--- config.mk ---
export PLATFORM = sky130hd
export DESIGN_NAME = comp_decomp_engine
export DESIGN_NICKNAME = d
export VERILOG_FILES = /design/src/rtl/comp_pkg.sv /design/src/rtl/comp_dict_mem.sv /design/src/rtl/comp_decomp_engine.sv
export SDC_FILE = /design/constraint.sdc
export NUM_CORES = 1
export LEC_CHECK = 0
export BUFFER_PORTS_ARGS = -buffer_cell sky130_fd_sc_hd__clkbuf_2
export CAP_MARGIN = 10
export CORE_AREA = 4 4 148 150
export CTS_BUF_LIST = sky130_fd_sc_hd__clkbuf_4 sky130_fd_sc_hd__clkbuf_8
export DETAILED_ROUTE_END_ITERATION = 10
export DIE_AREA = 0 0 152 154
export GPL_TIMING_DRIVEN = 0
export RECOVER_POWER = 100
export SLEW_MARGIN = 20
export SYNTH_ARGS = -nofsm -noshare
export SYNTH_HDL_FRONTEND = slang
export SYNTH_SLANG_ARGS = --single-unit
--- constraint.sdc ---
create_clock -name clk -period 4.6 [get_ports clk]
set_input_delay 0.92 -clock clk [delete_from_list [all_inputs] [get_ports clk]]
set_output_delay 0.92 -clock clk [all_outputs]
set_load 0.01 [all_outputs]
--- src/rtl/comp_pkg.sv ---
// comp_pkg: shared command, response and state encodings for the dictionary engine
package comp_pkg;
  typedef enum logic [1:0] {CMD_NOP, CMD_COMPRESS, CMD_DECOMPRESS, CMD_CLEAR} cmd_e;
  typedef enum logic [1:0] {RSP_NONE, RSP_OK_HIT, RSP_ERROR, RSP_OK_NEW} rsp_e;
  typedef enum logic {S_IDLE, S_SEARCH} state_e;
  function automatic int idx_w(input int depth);
    return $clog2(depth);
  endfunction
endpackage

--- src/rtl/comp_dict_mem.sv ---
// comp_dict_mem: append-only symbol store with fill count, one search and one lookup read port
module comp_dict_mem #(
  parameter int DATA_WIDTH = 8,
  parameter int DEPTH = 16,
  parameter int IDX_W = $clog2(DEPTH)
) (
  input  logic                  clk,
  input  logic                  rst,
  input  logic                  we,
  input  logic [DATA_WIDTH-1:0] wdata,
  input  logic                  clr,
  input  logic [IDX_W-1:0]      sidx,
  output logic [DATA_WIDTH-1:0] sdata,
  input  logic [IDX_W-1:0]      didx,
  output logic [DATA_WIDTH-1:0] ddata,
  output logic [IDX_W:0]        count
);
  logic [DATA_WIDTH-1:0] mem [DEPTH];
  assign sdata = mem[sidx];
  assign ddata = mem[didx];
  // writes always append at the current fill level
  always_ff @(posedge clk)
    if (we) mem[count[IDX_W-1:0]] <= wdata;
  // fill count; each write appends exactly one entry
  always_ff @(posedge clk)
    if (rst || clr) count <= '0;
    else if (we) count <= count + 1'b1;
endmodule

--- src/rtl/comp_decomp_engine.sv ---
// comp_decomp_engine: dictionary compressor with linear search and indexed decompress
module comp_decomp_engine
  import comp_pkg::*;
#(
  parameter int DATA_WIDTH = 8,
  parameter int DEPTH = 16
) (
  input  logic                  clk,
  input  logic                  rst,
  input  logic [DATA_WIDTH-1:0] data_in,
  input  logic [DATA_WIDTH-1:0] compressed_in,
  input  logic [1:0]            command,
  output logic [DATA_WIDTH-1:0] compressed_out,
  output logic [DATA_WIDTH-1:0] decompressed_out,
  output logic [1:0]            response,
  output logic                  busy
);
  localparam int IDX_W = idx_w(DEPTH);
  state_e state, state_n;
  rsp_e rsp_n;
  cmd_e cmd;
  logic [IDX_W-1:0] idx, idx_n;
  logic [IDX_W:0] count;
  logic [DATA_WIDTH-1:0] sym, sym_n, cout_n, dout_n, sdata, ddata;
  logic busy_n, we, clr, hit, last, full, dvalid;
  assign cmd = cmd_e'(command);
  comp_dict_mem #(.DATA_WIDTH(DATA_WIDTH), .DEPTH(DEPTH), .IDX_W(IDX_W)) u_mem (
    .clk(clk), .rst(rst), .we(we), .wdata(sym), .clr(clr),
    .sidx(idx), .sdata(sdata), .didx(compressed_in[IDX_W-1:0]), .ddata(ddata), .count(count)
  );
  // next-state, datapath and response decode; stale entries beyond count never match
  always_comb begin
    hit = ({1'b0, idx} < count) && (sdata == sym);
    last = (count == '0) || ({1'b0, idx} + 1'b1 == count);
    full = count == (IDX_W+1)'(DEPTH);
    dvalid = (DATA_WIDTH+1)'(compressed_in) < (DATA_WIDTH+1)'(count);
    state_n = state;
    idx_n = idx;
    sym_n = sym;
    rsp_n = RSP_NONE;
    cout_n = compressed_out;
    dout_n = decompressed_out;
    busy_n = 1'b0;
    we = 1'b0;
    clr = 1'b0;
    if (state == S_IDLE) begin
      if (cmd == CMD_COMPRESS) begin
        sym_n = data_in;
        idx_n = '0;
        state_n = S_SEARCH;
        busy_n = 1'b1;
      end else if (cmd == CMD_DECOMPRESS) begin
        rsp_n = dvalid ? RSP_OK_HIT : RSP_ERROR;
        dout_n = dvalid ? ddata : decompressed_out;
      end else if (cmd == CMD_CLEAR) begin
        clr = 1'b1;
        rsp_n = RSP_OK_HIT;
      end
    end else if (hit) begin
      rsp_n = RSP_OK_HIT;
      cout_n = DATA_WIDTH'(idx);
      state_n = S_IDLE;
    end else if (last) begin
      rsp_n = full ? RSP_ERROR : RSP_OK_NEW;
      cout_n = full ? compressed_out : DATA_WIDTH'(count);
      we = !full;
      state_n = S_IDLE;
    end else begin
      idx_n = idx + 1'b1;
      busy_n = 1'b1;
    end
  end
  // state, capture and output registers
  always_ff @(posedge clk)
    if (rst) begin
      state <= S_IDLE;
      idx <= '0;
      sym <= '0;
      response <= RSP_NONE;
      compressed_out <= '0;
      decompressed_out <= '0;
      busy <= 1'b0;
    end else begin
      state <= state_n;
      idx <= idx_n;
      sym <= sym_n;
      response <= rsp_n;
      compressed_out <= cout_n;
      decompressed_out <= dout_n;
      busy <= busy_n;
    end
endmodule
==> results.md <==
* Avg Cell Area, Syn at 15.3 µm²
* Count of boundary I/O pins at 39
* DRT Wirelength at 22900 µm
* Port Buffers at 34
* Outcome: completed
* CP startpoint kind: flip-flop
* Async SR Flop Fraction at 0%
* Die W at 152 µm
* DRC at 0
* Area leader, netlist: edfxtp_1
* Drt first-iter violations at 718
* Fin. max-slew vios at 0
* Fin crit period at 4.20 ns
* CTS Buf Count at 17
* Fin area at 0.00899 mm²
* # Max-Cap Violations at 0
* Ranking of synthesized cells by area: edfxtp_1, mux4_2, dfxtp_1
* GPL Wtd Cong at 0.818
* Clock Path Buffers at 2
* Synth Register Bits at 165
* Area occupied by multi-input gates at 0.00332 mm²
* Fmax at 238 MHz
* Hold buffer count at cts at 0
* Via Count at 5157
* Post-synth top area share at 47.4%
* Worst-path clk slew at 0.09 ns
* Wirelength per Cell at 26.1 µm
* Req. time, crit path at 4.68 ns
* Starting Density at 39.2%
* GRT Residual Overflow at 0
* Tot GR Track Use at 19.7%
* Setup Viol. Count Final at 0
* Clock Sinks at 165
* Fin crit share at 91.4%
* Root Buffer: clkbuf_8
* Final Util at 43.5%
* Leak at 2.98 nW
* Worst Tran Pin Value at 1.22 ns
* Vias in the first global route at 5293
* Post-synth cell types at 57
* Maximum number of pins on one net before global-route repair at 24
* Crit end category: flip-flop
* Total negative slack at 0 ns
* Vert. Die Dim at 154 µm
* FF+latch area at 0.00458 mm²
* Slew margin rel. at 18.6%
* TritonCTS clock tree: built
* Initial antenna violation count at 0
* Prevailing post-synth register cell: edfxtp_1
* IR drop worst, VDD at 0.190 mV
* Core box area at 0.0207 mm²
* Share of cells above drive strength 1 at 21.9%
* Layout Skew at 0.0223 ns
* Crit-path max FO at 10
* Total setup buffers inserted after CTS at 0
* Fin. Hold Viols at 0
* H-tree Lvls at 4
* Row count at 53
* # fillers at 1897
* Synthesized area at 0.00811 mm²
* Vias/cell at 5.90
* WS Path Type: flip-flop to flip-flop
* Dpl hpwl at 15300 µm
* Worst endpoint data arrival time at 4.28 ns
* Layout Nets at 619
* Post-route antenna net violation count at 0
* HP Start: compressed_out[4]
* PostCTS Resize Cnt at 0
* RSZ-0062 raised after global routing: false
* Post-Synthesis Cells at 529
* Sequential area share after synthesis at 56.5%
* Hold Crit Class: flip-flop to flip-flop
* First-pass GRT wire length at 33900 µm
* Pre-antenna DRT Iters at 6
* Power Density at 312 mW/mm²
* Ant. Diodes at 0
* Die area at 0.0234 mm²
* Ys Warns at 0
* Post-Place Cell Area at 0.00867 mm²
* Post-synth EDFFs at 128
* Clk Latency, worst-skew pair at 0.47 ns
* Area growth syn-to-layout at 10.9%
metal layers:
metal  vias to the layer above  GRT usage (%)  wire (µm)
li1                       2241              -          -
met1                      2630           27.3       9610
met2                       246           31.0      10900
met3                        40           4.53       1670
met4                         0           6.38        650
met5                         -              0          0
worst paths after layout:
| path | endpoint | slack [ns] | depth (start not counted) |
|---|---|---|---|
| worst max-delay path | u_mem.mem[7][2] | 0.40 | 8 |
| worst max register to register | u_mem.mem[7][2] | 0.40 | 8 |
| worst min-delay path | compressed_out[4] | 0.47 | 2 |
| worst min register to register | compressed_out[4] | 0.47 | 2 |
cell type report:
| type | instances | share of cell area, % |
|---|---|---|
| Sequential cell | 165 | 51.0 |
| Inverter | 11 | 0.459 |
| Clock buffer | 18 | 2.75 |
| Clock inverter | 14 | 1.40 |
| Buffer | 32 | 1.79 |
| Tap cell | 275 | 3.83 |
| Timing Repair Buffer | 36 | 1.92 |
| Multi-Input combinational cell | 323 | 36.9 |
sequential cells by signal (all words and copies together) (netlist names), named ones only:
signal,count
idx,4
sym,8
compressed_out,5
state,1
decompressed_out,8
u_mem.mem,128
response,2
u_mem.count,5
critical path, stage by stage (launching register included):
cell	delay (ns)
dfxtp_1	0.42
buf_2	0.30
buf_2	0.40
mux4_2	0.41
a2111oi_0	0.40
nand3_1	0.19
nand4_1	0.41
o211a_1	0.30
and2_0	0.97
power breakdown:
part           leakage (nW)  internal (mW)  switching [mW]  total (mW)
Sequential             1.48           1.61          0.0225        1.63
Clock                 0.196          0.447           0.564        1.01
Combinational          1.30         0.0713          0.0876       0.159
Total                  2.98           2.13           0.674        2.80
metrics by stage:
stage                     power, mW  hold slack [ns]  instances  setup slack [ns]
after detailed placement       1.83            0.457        842             0.692
after global routing           2.90            0.527        874             0.238
after global placement         1.82            0.454        840             0.715
final                          2.80            0.472        874             0.395
after CTS                      2.82            0.478        874             0.658
after floorplan                1.76            0.484        531              1.60
kinds of logic after synthesis:
| group | synth area share [%] |
|---|---|
| flip-flops | 56.5 |
| XOR/XNOR | 1.19 |
| AND/OR/NAND/NOR | 9.16 |
| other | 0.0462 |
| multiplexers | 22.8 |
| buffers and inverters | 2.47 |
| adder cells (fa/ha/maj) | 2.00 |
| AO/OA/AOI/OAI | 5.88 |
layout by cell type (no fill, tap or decap), types with 3 or more instances in the layout:
cell type / synthesis / layout
a21oi_1: 17 / 17
buf_2: 6 / 7
clkbuf_2: 1 / 20
nor2b_1: 5 / 5
nor4b_1: 6 / 6
nand3b_1: 4 / 4
mux2i_1: 39 / 39
xnor2_1: 8 / 8
mux4_2: 60 / 60
nor2_1: 29 / 30
and4_1: 5 / 5
a211o_1: 4 / 4
a22oi_1: 6 / 6
o2111a_1: 3 / 3
and2_0: 0 / 4
clkbuf_1: 13 / 30
clkinv_2: 0 / 4
conb_1: 1 / 3
clkbuf_8: 0 / 18
dfxtp_1: 37 / 37
ha_1: 13 / 13
clkinv_4: 0 / 5
edfxtp_1: 128 / 128
buf_1: 6 / 3
a2111oi_0: 3 / 3
buf_4: 4 / 5
a21o_1: 3 / 3
xor2_1: 3 / 3
nand2b_1: 8 / 8
nand3_1: 8 / 8
inv_1: 11 / 11
o211ai_1: 4 / 5
o21ai_0: 8 / 8
mux4_1: 4 / 4
nand2_1: 26 / 26
and3_1: 14 / 14
Yosys cell counts, types with 8 or more instances:
cell type and number:
a21oi_1 17, and3_1 14, clkbuf_1 13, dfxtp_1 37
edfxtp_1 128, ha_1 13, inv_1 11, mux2i_1 39
mux4_2 60, nand2_1 26, nand2b_1 8, nand3_1 8
nor2_1 29, o21ai_0 8, xnor2_1 8
Note: power is estimated with default switching activity, not from simulation.
